===== config.mk =====
export PLATFORM = sky130hd
export DESIGN_NAME = load_unit_seq_flat
export DESIGN_NICKNAME = d
export VERILOG_FILES = /design/src/rtl/load_unit_seq_if.sv /design/src/rtl/load_unit_seq.sv /design/src/flat_wrapper.sv
export SDC_FILE = /design/constraint.sdc
export NUM_CORES = 1
export LEC_CHECK = 0
export BUFFER_PORTS_ARGS = -buffer_cell sky130_fd_sc_hd__buf_4
export CORE_MARGIN = 1.5
export CORE_UTILIZATION = 45
export CTS_CLUSTER_DIAMETER = 150
export DETAILED_ROUTE_END_ITERATION = 6
export PLACE_DENSITY = 0.77
export RECOVER_POWER = 100
export SYNTH_ARGS = -nofsm -noshare
export SYNTH_HDL_FRONTEND = slang
export SYNTH_SLANG_ARGS = --single-unit

===== constraint.sdc =====
create_clock -name clk -period 2.5 [get_ports clk]
set_input_delay 0.375 -clock clk [delete_from_list [all_inputs] [get_ports clk]]
set_output_delay 0.375 -clock clk [all_outputs]
set_load 0.005 [all_outputs]

===== src/rtl/load_unit_seq_if.sv =====
// Request, memory and result handshake bundle for the sequential load unit.
interface load_unit_seq_if #(
  parameter int XLEN   = 64,
  parameter int ADDR_W = 64
);
  logic              in_valid;
  logic              in_ready;
  logic [ADDR_W-1:0] in_addr;
  logic [2:0]        in_type;
  logic              mem_req;
  logic [ADDR_W-1:0] mem_addr;
  logic              mem_gnt;
  logic              mem_rvalid;
  logic [XLEN-1:0]   mem_rdata;
  logic              res_valid;
  logic              res_ready;
  logic [XLEN-1:0]   res_data;
  logic [1:0]        res_err;
  logic              busy;

  modport master (
    output in_valid, in_addr, in_type, mem_gnt, mem_rvalid, mem_rdata, res_ready,
    input  in_ready, mem_req, mem_addr, res_valid, res_data, res_err, busy
  );

  modport slave (
    input  in_valid, in_addr, in_type, mem_gnt, mem_rvalid, mem_rdata, res_ready,
    output in_ready, mem_req, mem_addr, res_valid, res_data, res_err, busy
  );
endinterface


===== src/rtl/load_unit_seq.sv =====
// Sequential load unit: one request at a time, aligned memory read, lane
// select with sign/zero extension, registered result or error code.
module load_unit_seq #(
  parameter int XLEN    = 64,
  parameter int ADDR_W  = 64,
  parameter int TIMEOUT = 255
) (
  input logic           clk,
  input logic           reset,
  load_unit_seq_if.slave bus
);
  localparam int OFF_W = $clog2(XLEN / 8);
  localparam int CNT_W = (TIMEOUT > 0) ? $clog2(TIMEOUT + 1) : 1;
  localparam logic [ADDR_W-1:0] ALIGN_MASK = ~ADDR_W'(XLEN / 8 - 1);

  localparam logic [2:0] T_LD  = 3'd1;
  localparam logic [2:0] T_LW  = 3'd2;
  localparam logic [2:0] T_LH  = 3'd3;
  localparam logic [2:0] T_LB  = 3'd4;
  localparam logic [2:0] T_LWU = 3'd5;
  localparam logic [2:0] T_LHU = 3'd6;
  localparam logic [2:0] T_LBU = 3'd7;

  localparam logic [1:0] E_OK  = 2'd0;
  localparam logic [1:0] E_MIS = 2'd1;
  localparam logic [1:0] E_ILL = 2'd2;
  localparam logic [1:0] E_TMO = 2'd3;

  typedef enum logic [1:0] {S_IDLE, S_REQ, S_WAIT, S_RESP} state_t;

  state_t            state_q, state_d;
  logic [OFF_W-1:0]  off_q, off_d;
  logic [2:0]        type_q, type_d;
  logic [CNT_W-1:0]  cnt_q, cnt_d;
  logic              in_ready_q, in_ready_d;
  logic              busy_q, busy_d;
  logic              mem_req_q, mem_req_d;
  logic [ADDR_W-1:0] mem_addr_q, mem_addr_d;
  logic              res_valid_q, res_valid_d;
  logic [XLEN-1:0]   res_data_q, res_data_d;
  logic [1:0]        res_err_q, res_err_d;

  function automatic logic is_illegal(input logic [2:0] t);
    return (t == 3'd0) || ((XLEN == 32) && ((t == T_LD) || (t == T_LWU)));
  endfunction

  function automatic logic is_misaligned(input logic [2:0] t, input logic [2:0] lo);
    case (t)
      T_LD:         return lo != 3'd0;
      T_LW, T_LWU:  return lo[1:0] != 2'd0;
      T_LH, T_LHU:  return lo[0];
      default:      return 1'b0;
    endcase
  endfunction

  // Shift the addressed lane down to bit 0, extend in 64 bits, then trim to XLEN;
  // for XLEN=32 this makes LW return the full word unchanged.
  function automatic logic [XLEN-1:0] extract_lane(input logic [XLEN-1:0] word,
                                                   input logic [OFF_W-1:0] off,
                                                   input logic [2:0] t);
    logic [63:0] sh;
    logic [63:0] r;
    sh = 64'(word >> {off, 3'b000});
    case (t)
      T_LD:    r = sh;
      T_LW:    r = {{32{sh[31]}}, sh[31:0]};
      T_LH:    r = {{48{sh[15]}}, sh[15:0]};
      T_LB:    r = {{56{sh[7]}},  sh[7:0]};
      T_LWU:   r = {32'd0, sh[31:0]};
      T_LHU:   r = {48'd0, sh[15:0]};
      T_LBU:   r = {56'd0, sh[7:0]};
      default: r = 64'd0;
    endcase
    return r[XLEN-1:0];
  endfunction

  always_comb begin
    state_d     = state_q;
    off_d       = off_q;
    type_d      = type_q;
    cnt_d       = cnt_q;
    mem_req_d   = mem_req_q;
    mem_addr_d  = mem_addr_q;
    res_valid_d = res_valid_q;
    res_data_d  = res_data_q;
    res_err_d   = res_err_q;
    case (state_q)
      S_IDLE: begin
        if (bus.in_valid) begin
          off_d  = bus.in_addr[OFF_W-1:0];
          type_d = bus.in_type;
          if (is_illegal(bus.in_type)) begin
            state_d     = S_RESP;
            res_valid_d = 1'b1;
            res_data_d  = '0;
            res_err_d   = E_ILL;
          end else if (is_misaligned(bus.in_type, bus.in_addr[2:0])) begin
            state_d     = S_RESP;
            res_valid_d = 1'b1;
            res_data_d  = '0;
            res_err_d   = E_MIS;
          end else begin
            state_d    = S_REQ;
            mem_req_d  = 1'b1;
            mem_addr_d = bus.in_addr & ALIGN_MASK;
          end
        end
      end
      S_REQ: begin
        if (bus.mem_gnt) begin
          state_d   = S_WAIT;
          mem_req_d = 1'b0;
          cnt_d     = '0;
        end
      end
      S_WAIT: begin
        if (bus.mem_rvalid) begin
          state_d     = S_RESP;
          res_valid_d = 1'b1;
          res_data_d  = extract_lane(bus.mem_rdata, off_q, type_q);
          res_err_d   = E_OK;
        end else if ((TIMEOUT > 0) && (cnt_q == CNT_W'(TIMEOUT - 1))) begin
          state_d     = S_RESP;
          res_valid_d = 1'b1;
          res_data_d  = '0;
          res_err_d   = E_TMO;
        end else begin
          cnt_d = cnt_q + 1'b1;
        end
      end
      S_RESP: begin
        if (bus.res_ready) begin
          state_d     = S_IDLE;
          res_valid_d = 1'b0;
          res_data_d  = '0;
          res_err_d   = E_OK;
          cnt_d       = '0;
        end
      end
      default: state_d = S_IDLE;
    endcase
    in_ready_d = (state_d == S_IDLE);
    busy_d     = (state_d != S_IDLE);
  end

  always_ff @(posedge clk) begin
    off_q  <= off_d;
    type_q <= type_d;
    if (reset) begin
      state_q     <= S_IDLE;
      cnt_q       <= '0;
      in_ready_q  <= 1'b1;
      busy_q      <= 1'b0;
      mem_req_q   <= 1'b0;
      mem_addr_q  <= '0;
      res_valid_q <= 1'b0;
      res_data_q  <= '0;
      res_err_q   <= '0;
    end else begin
      state_q     <= state_d;
      cnt_q       <= cnt_d;
      in_ready_q  <= in_ready_d;
      busy_q      <= busy_d;
      mem_req_q   <= mem_req_d;
      mem_addr_q  <= mem_addr_d;
      res_valid_q <= res_valid_d;
      res_data_q  <= res_data_d;
      res_err_q   <= res_err_d;
    end
  end

  assign bus.in_ready  = in_ready_q;
  assign bus.busy      = busy_q;
  assign bus.mem_req   = mem_req_q;
  assign bus.mem_addr  = mem_addr_q;
  assign bus.res_valid = res_valid_q;
  assign bus.res_data  = res_data_q;
  assign bus.res_err   = res_err_q;
endmodule


===== src/flat_wrapper.sv =====
// flat-port wrapper written by rule: the top's interface ports become plain ports
module load_unit_seq_flat 
#(
  parameter int XLEN    = 64,
  parameter int ADDR_W  = 64,
  parameter int TIMEOUT = 255
)
  (clk, reset, bus_in_valid, bus_in_addr, bus_in_type, bus_mem_gnt, bus_mem_rvalid, bus_mem_rdata, bus_res_ready, bus_in_ready, bus_mem_req, bus_mem_addr, bus_res_valid, bus_res_data, bus_res_err, bus_busy);
  load_unit_seq_if #(.XLEN(XLEN), .ADDR_W(ADDR_W)) bus_i ();
  input logic clk;
  input logic reset;
  input wire logic [$bits(bus_i.in_valid)-1:0] bus_in_valid;
  input wire logic [$bits(bus_i.in_addr)-1:0] bus_in_addr;
  input wire logic [$bits(bus_i.in_type)-1:0] bus_in_type;
  input wire logic [$bits(bus_i.mem_gnt)-1:0] bus_mem_gnt;
  input wire logic [$bits(bus_i.mem_rvalid)-1:0] bus_mem_rvalid;
  input wire logic [$bits(bus_i.mem_rdata)-1:0] bus_mem_rdata;
  input wire logic [$bits(bus_i.res_ready)-1:0] bus_res_ready;
  output wire logic [$bits(bus_i.in_ready)-1:0] bus_in_ready;
  output wire logic [$bits(bus_i.mem_req)-1:0] bus_mem_req;
  output wire logic [$bits(bus_i.mem_addr)-1:0] bus_mem_addr;
  output wire logic [$bits(bus_i.res_valid)-1:0] bus_res_valid;
  output wire logic [$bits(bus_i.res_data)-1:0] bus_res_data;
  output wire logic [$bits(bus_i.res_err)-1:0] bus_res_err;
  output wire logic [$bits(bus_i.busy)-1:0] bus_busy;
  assign bus_i.in_valid = bus_in_valid;
  assign bus_i.in_addr = bus_in_addr;
  assign bus_i.in_type = bus_in_type;
  assign bus_i.mem_gnt = bus_mem_gnt;
  assign bus_i.mem_rvalid = bus_mem_rvalid;
  assign bus_i.mem_rdata = bus_mem_rdata;
  assign bus_i.res_ready = bus_res_ready;
  assign bus_in_ready = bus_i.in_ready;
  assign bus_mem_req = bus_i.mem_req;
  assign bus_mem_addr = bus_i.mem_addr;
  assign bus_res_valid = bus_i.res_valid;
  assign bus_res_data = bus_i.res_data;
  assign bus_res_err = bus_i.res_err;
  assign bus_busy = bus_i.busy;
  load_unit_seq #(.XLEN(XLEN), .ADDR_W(ADDR_W), .TIMEOUT(TIMEOUT)) u_core (.clk(clk), .reset(reset), .bus(bus_i));
endmodule

**Yosys cells after proc, flatten, opt, wreduce, memory -nomap -nowiden**

Index checks and enable logic that the tools add are counted.

- Flip-flop bits (word level): 147
- Output and inout port bits: 134
- Word-level logic and storage cells: 100

- Add/subtract/negate cells: 1
- Equal/unequal tests: 25
- Shift operators: 1
- Multiplexer cells: 44
- Bitwise logic cells: 2
- Reductions and logical operators: 16

Operator list:

| kind | count |
|---|---|
| 64-bit case mux with 7 select lines | 1 |
| 64-bit two-way mux | 6 |
| 64-bit case mux with 3 select lines | 1 |
| 64-bit by 6-bit >> shifter with 64-bit output | 1 |
| 8-bit two-way mux | 4 |
| 2-bit two-way mux | 13 |
| 8-bit case mux with 3 select lines | 1 |
| 3-bit equality test (second input constant) | 6 |
| 5-bit AND reduction | 3 |
| 2-bit != test (second input constant) | 7 |
| 1-bit two-way mux | 13 |
| 3-bit by 2-bit equality test with 1-bit output (second input constant) | 4 |
| 3-bit nonzero test | 3 |
| 8-bit by 1-bit adder with 8-bit output (second input constant) | 1 |
| 8-bit equality test (second input constant) | 1 |
| 2-bit case mux with 4 select lines | 1 |
| 3-bit by 1-bit equality test with 1-bit output (second input constant) | 2 |
| 1-bit case mux with 3 select lines | 2 |
| 2-bit case mux with 3 select lines | 1 |
| 2-bit nonzero test | 3 |
| 2-bit equality test (second input constant) | 2 |
| 2-bit logical NOT | 2 |
| 4-bit AND reduction | 1 |
| 2-bit OR reduction | 2 |
| 7 further kinds | 8 |

**Longest topological paths before layout**

- Word-level depth: 11
- Gate-level depth with buffers: 8

**Worst setup path after synthesis**

Ideal clock, no wire load.

- Kind: flip-flop to flip-flop
- From: register u_core.off_q[1]
- To: register u_core.res_data_q[13] (netlist: u_core.bus.res_data[13])
- Library setup time: 0.127 ns
- Arrival: 1.835 ns
- Data required time: 2.373 ns
- Path slack: 0.538 ns
- Cell stages (with the launch flop): 8
- Path buffers: 3
- Clock period less this slack: 1.962 ns
- Cell sequence: edfxtp_1 -> buf_6 -> buf_2 -> buf_1 -> mux4_2 -> mux2_2 -> a21oi_1 -> o2bb2ai_1

- Word-level cells in the longest chain between the ends: 4

RTL lines:

| element | RTL line | source |
|---|---|---|
| start, declared | load_unit_seq.sv:32 | `logic [OFF_W-1:0] off_q, off_d;` |
| start signal, assigned | load_unit_seq.sv:147 | `off_q <= off_d;` |
| 64-bit by 6-bit >> shifter with 64-bit output | load_unit_seq.sv:63 | `sh = 64'(word >> {off, 3'b000});` |
| 64-bit case mux with 7 select lines | load_unit_seq.sv:64 | `case (t)` |
| 64-bit two-way mux | load_unit_seq.sv:117 | `if (bus.mem_rvalid) begin` |
| 64-bit case mux with 3 select lines | load_unit_seq.sv:87 | `case (state_q)` |
| end signal, assigned | load_unit_seq.sv:167 | `res_data_q <= res_data_d;` |
| end, declared | load_unit_seq.sv:40 | `logic [XLEN-1:0] res_data_q, res_data_d;` |

Every way passes these cells.
A chain may end at the register's enable or synchronous reset.

**Worst setup path after layout**

- From: register u_core.state_q[1]
- To: register u_core.res_data_q[33] (netlist: u_core.bus.res_data[33])

- Word-level cells in the longest chain between the ends: 3
- Elaborated cells on any way between the ends: 10
- Those cells by class: eq/ne: 6; mux: 1; reduce/logical: 3

RTL lines:

| element | RTL line | source |
|---|---|---|
| start, declared | load_unit_seq.sv:31 | `state_t state_q, state_d;` |
| start signal, assigned | load_unit_seq.sv:160 | `state_q <= state_d;` |
| 2-bit equality test or 2-bit logical NOT (tied branches) | load_unit_seq.sv:87 |  |
| 3-bit by 2-bit != test with 1-bit output (no line) (tied with other cells) | -- |  |
| 5-bit AND reduction (no line) | -- |  |

Several ways; a longest one is shown, not always the timed one.

==> impl_metrics.toml <==
[status]
status = "complete, no violations"

[logic_synthesis]
syn_avg_cell_area_um2 = 9.09
ys_seq_area_share_pct = 39.8
ys_warn_count = 0
ys.flop_type = "dfxtp_1"
yosysMostFrequentCell = "nand2_1"
syn_inst = 830
synthArstFlopShare_pct = 0
yosys-top-cells-area = "dfxtp_1, mux4_2, nand2_1, o2bb2ai_1, a21oi_1"
synth_common_cells = "nand2_1, dfxtp_1, a21oi_1"
synth_top_area_share_pct = 37.4
ys_seq_elements = 147
syn_area_um2 = 7550
synth_edf_count = 6
ys_types = 56
yosysTopAreaCell = "dfxtp_1"

[floorplanning]
die_w_um = 133
initial_core_util_pct = 45.8
rows = 47
dieArea_um2 = 17600
ioPinCount = 271
die_y_um = 133
core_um2 = 16500

[clock_network]
clkTransAtPathRegs_ns = 0.06
clock-sinks = 147
clock_latency_ns = 0.41
cts_tree = "yes"
clockBufferDepth = 2
cts_inserted_buffers = 17
hold_buffers = 0
cts.htree.levels = 4
clockRootBuffer = "clkbuf_16"

[pwr]
ir_drop_mv = 0.468
intPower_mw = 4.69
clockPowerShare_pct = 40.0
power_switching_mw = 1.79
cellPowerDensity_nw_per_um2 = 634
pwr-share-seq_pct = 39.4
pwr-share-comb_pct = 20.7
sw_frac_of_total_pct = 27.6
p_leak_nw = 3.97

[worst_setup_path]
crit_slowest_cell = "dfxtp_1"
critical_path_buf_inv_count = 1
required_ns = 2.84
cp_max_fo = 55
worst-setup-path-type = "reg -> reg"
cp-start-kind = "flip-flop"
crit_arrival_ns = 2.65
critical_path.max_stage_delay_ns = 0.50
crit_path_end_kind = "flip-flop"
crit_family = "compound AO/OA/AOI/OAI gates"
path_cells = "or3b_1 > a41o_1 > o211a_2 > a21oi_4 > buf_6 > o2bb2ai_1"

[detailed_routing]
vias = 7435
drtPass1Iterations = 7
initialDrtViolationCount = 581
wl_um = 23700
postRouteAntennaNets = 0
routedWlPerCell_um = 18.2
drc_errors = 0
vias_per_cell = 5.72

[sta]
setup_viol = 0
fin_ws_ns = 0.183
fin_setup_tns_ns = 0
period_share_pct = 92.7
period_minus_slack_ns = 2.32
relSlewSlack_pct = 45.1
fin_skew_ns = 0.0109
slew_viol_final = 0
rsz0062_at_grt = "no"
max_freq_ghz = 0.432
tightest_slew_ns = 0.820
final-hold-violation-count = 0

[layout]
num_antenna_cells = 0
nets = 1207
n_fill_cell = 1492
areaGrowthSynthToFinish_pct = 35.5
post-route-util_pct = 62.1
drive_gt1_share_pct = 32.8

[global_routing]
grt_pass1_wl_um = 37300
grt_pass1_vias = 7134
gr-total-overflow = 0
grt_use_total_pct = 26.6
antenna_found_initial = 0
grt_max_degree = 62

[worst_hold_path]
hp-class = "in -> reg"

[job]
drv_cap = 0

[place]
dp_slack_ns = 0.145
gp_congestion = 0.904
portBuffers = 267
dpl.hpwl_um = 16600
-- worst register-to-register path, delay by kind of cell, from the launching register on --
kind            cells  cell delay (ns)
compound gates      4             0.89
flops               1             0.50
simple gates        1             0.45
buf+inv             1             0.40
-- metrics by stage --
stage / instances / area (um^2) / total power [mW] / hold WS [ns]
3_3_place_gp: 1266 / 9780 / 3.94 / 0.442
2_1_floorplan: 832 / 7560 / 3.38 / 0.453
3_5_place_dp: 1266 / 9780 / 3.96 / 0.447
6_report: 1299 / 10200 / 6.48 / 0.175
4_1_cts: 1296 / 10400 / 6.56 / 0.134
5_1_grt: 1299 / 10200 / 6.74 / 0.182
-- routing by layer --
metal | up-vias | global-route usage (%) | wire, um
met1 | 3466 | 32.2 | 8980
met5 | - | 0 | 0
met3 | 49 | 9.39 | 2640
met2 | 423 | 43.0 | 11200
met4 | 0 | 11.4 | 826
li1 | 3497 | - | -
-- repair_timing --
item / 4_1_cts / 5_1_grt
gates resized for setup: 0 / 0
buffers inserted: 0 / 3
endpoints found under the setup margin: 0 / 6
-- cell type report --
class	instances	area, um^2	area share (%)
well taps	220	275	2.69
repair buffers	298	2160	21.2
flip-flops and latches	147	3000	29.4
inverters	5	18.8	0.184
clock inverters	12	156	1.53
clock buffers	18	429	4.20
multi-input cells	599	4180	40.9
-- registers in the layout, indices dropped and copies added, names as in the netlist --
signal,flops
u_core.type_q,3
u_core.cnt_q,8
u_core.state_q,2
u_core.bus.res_data,64
u_core.bus.res_err,2
u_core.bus.in_ready,1
u_core.bus.mem_addr,61
u_core.bus.mem_req,1
u_core.bus.busy,1
u_core.bus.res_valid,1
u_core.off_q,3
-- layout by cell type, fill, tap and decap left out, drive strengths merged, types with 7 or more instances in the layout --
| master | count |
|---|---|
| a211oi | 7 |
| o2bb2ai | 62 |
| a21oi | 82 |
| nor3 | 27 |
| nand2 | 175 |
| nor2 | 32 |
| a2bb2oi | 7 |
| mux2 | 17 |
| nor2b | 29 |
| nor4b | 9 |
| clkbuf | 155 |
| buf | 161 |
| nor4 | 26 |
| o21ai | 16 |
| dfxtp | 141 |
| mux4 | 37 |
| a22oi | 8 |
| inv | 9 |
| mux2i | 12 |
-- power groups by stage --
| stage | Clock, mW | Combinational [mW] | Sequential, mW |
|---|---|---|---|
| global route | 2.73 | 1.45 | 2.56 |
| finish | 2.59 | 1.34 | 2.55 |
| CTS | 2.64 | 1.37 | 2.55 |
| floorplan | 0 | 0.800 | 2.58 |
| detailed placement | 0 | 1.36 | 2.60 |
| global placement | 0 | 1.34 | 2.60 |
-- final timing paths --
path,startpoint,end,slack [ns],cells past startpoint
setup / recovery,u_core.state_q[1],u_core.bus.res_data[33],0.18,6
hold / removal,bus_in_addr[2],u_core.off_q[2],0.17,1
hold reg to reg,u_core.bus.mem_addr[34],u_core.bus.mem_addr[34],0.45,2
setup reg to reg,u_core.state_q[1],u_core.bus.res_data[33],0.18,6
-- cell families after synthesis --
| family | Yosys count | synth area share [%] |
|---|---|---|
| adder cells (fa/ha/maj) | 2 | 0.331 |
| multiplexers | 66 | 15.2 |
| flip-flops | 147 | 39.8 |
| buffers and inverters | 86 | 5.50 |
| AO/OA/AOI/OAI | 204 | 18.7 |
| other | 1 | 0.0497 |
| XOR/XNOR | 7 | 0.812 |
| AND/OR/NAND/NOR | 317 | 19.7 |
Power figures use the tool's default switching activity.
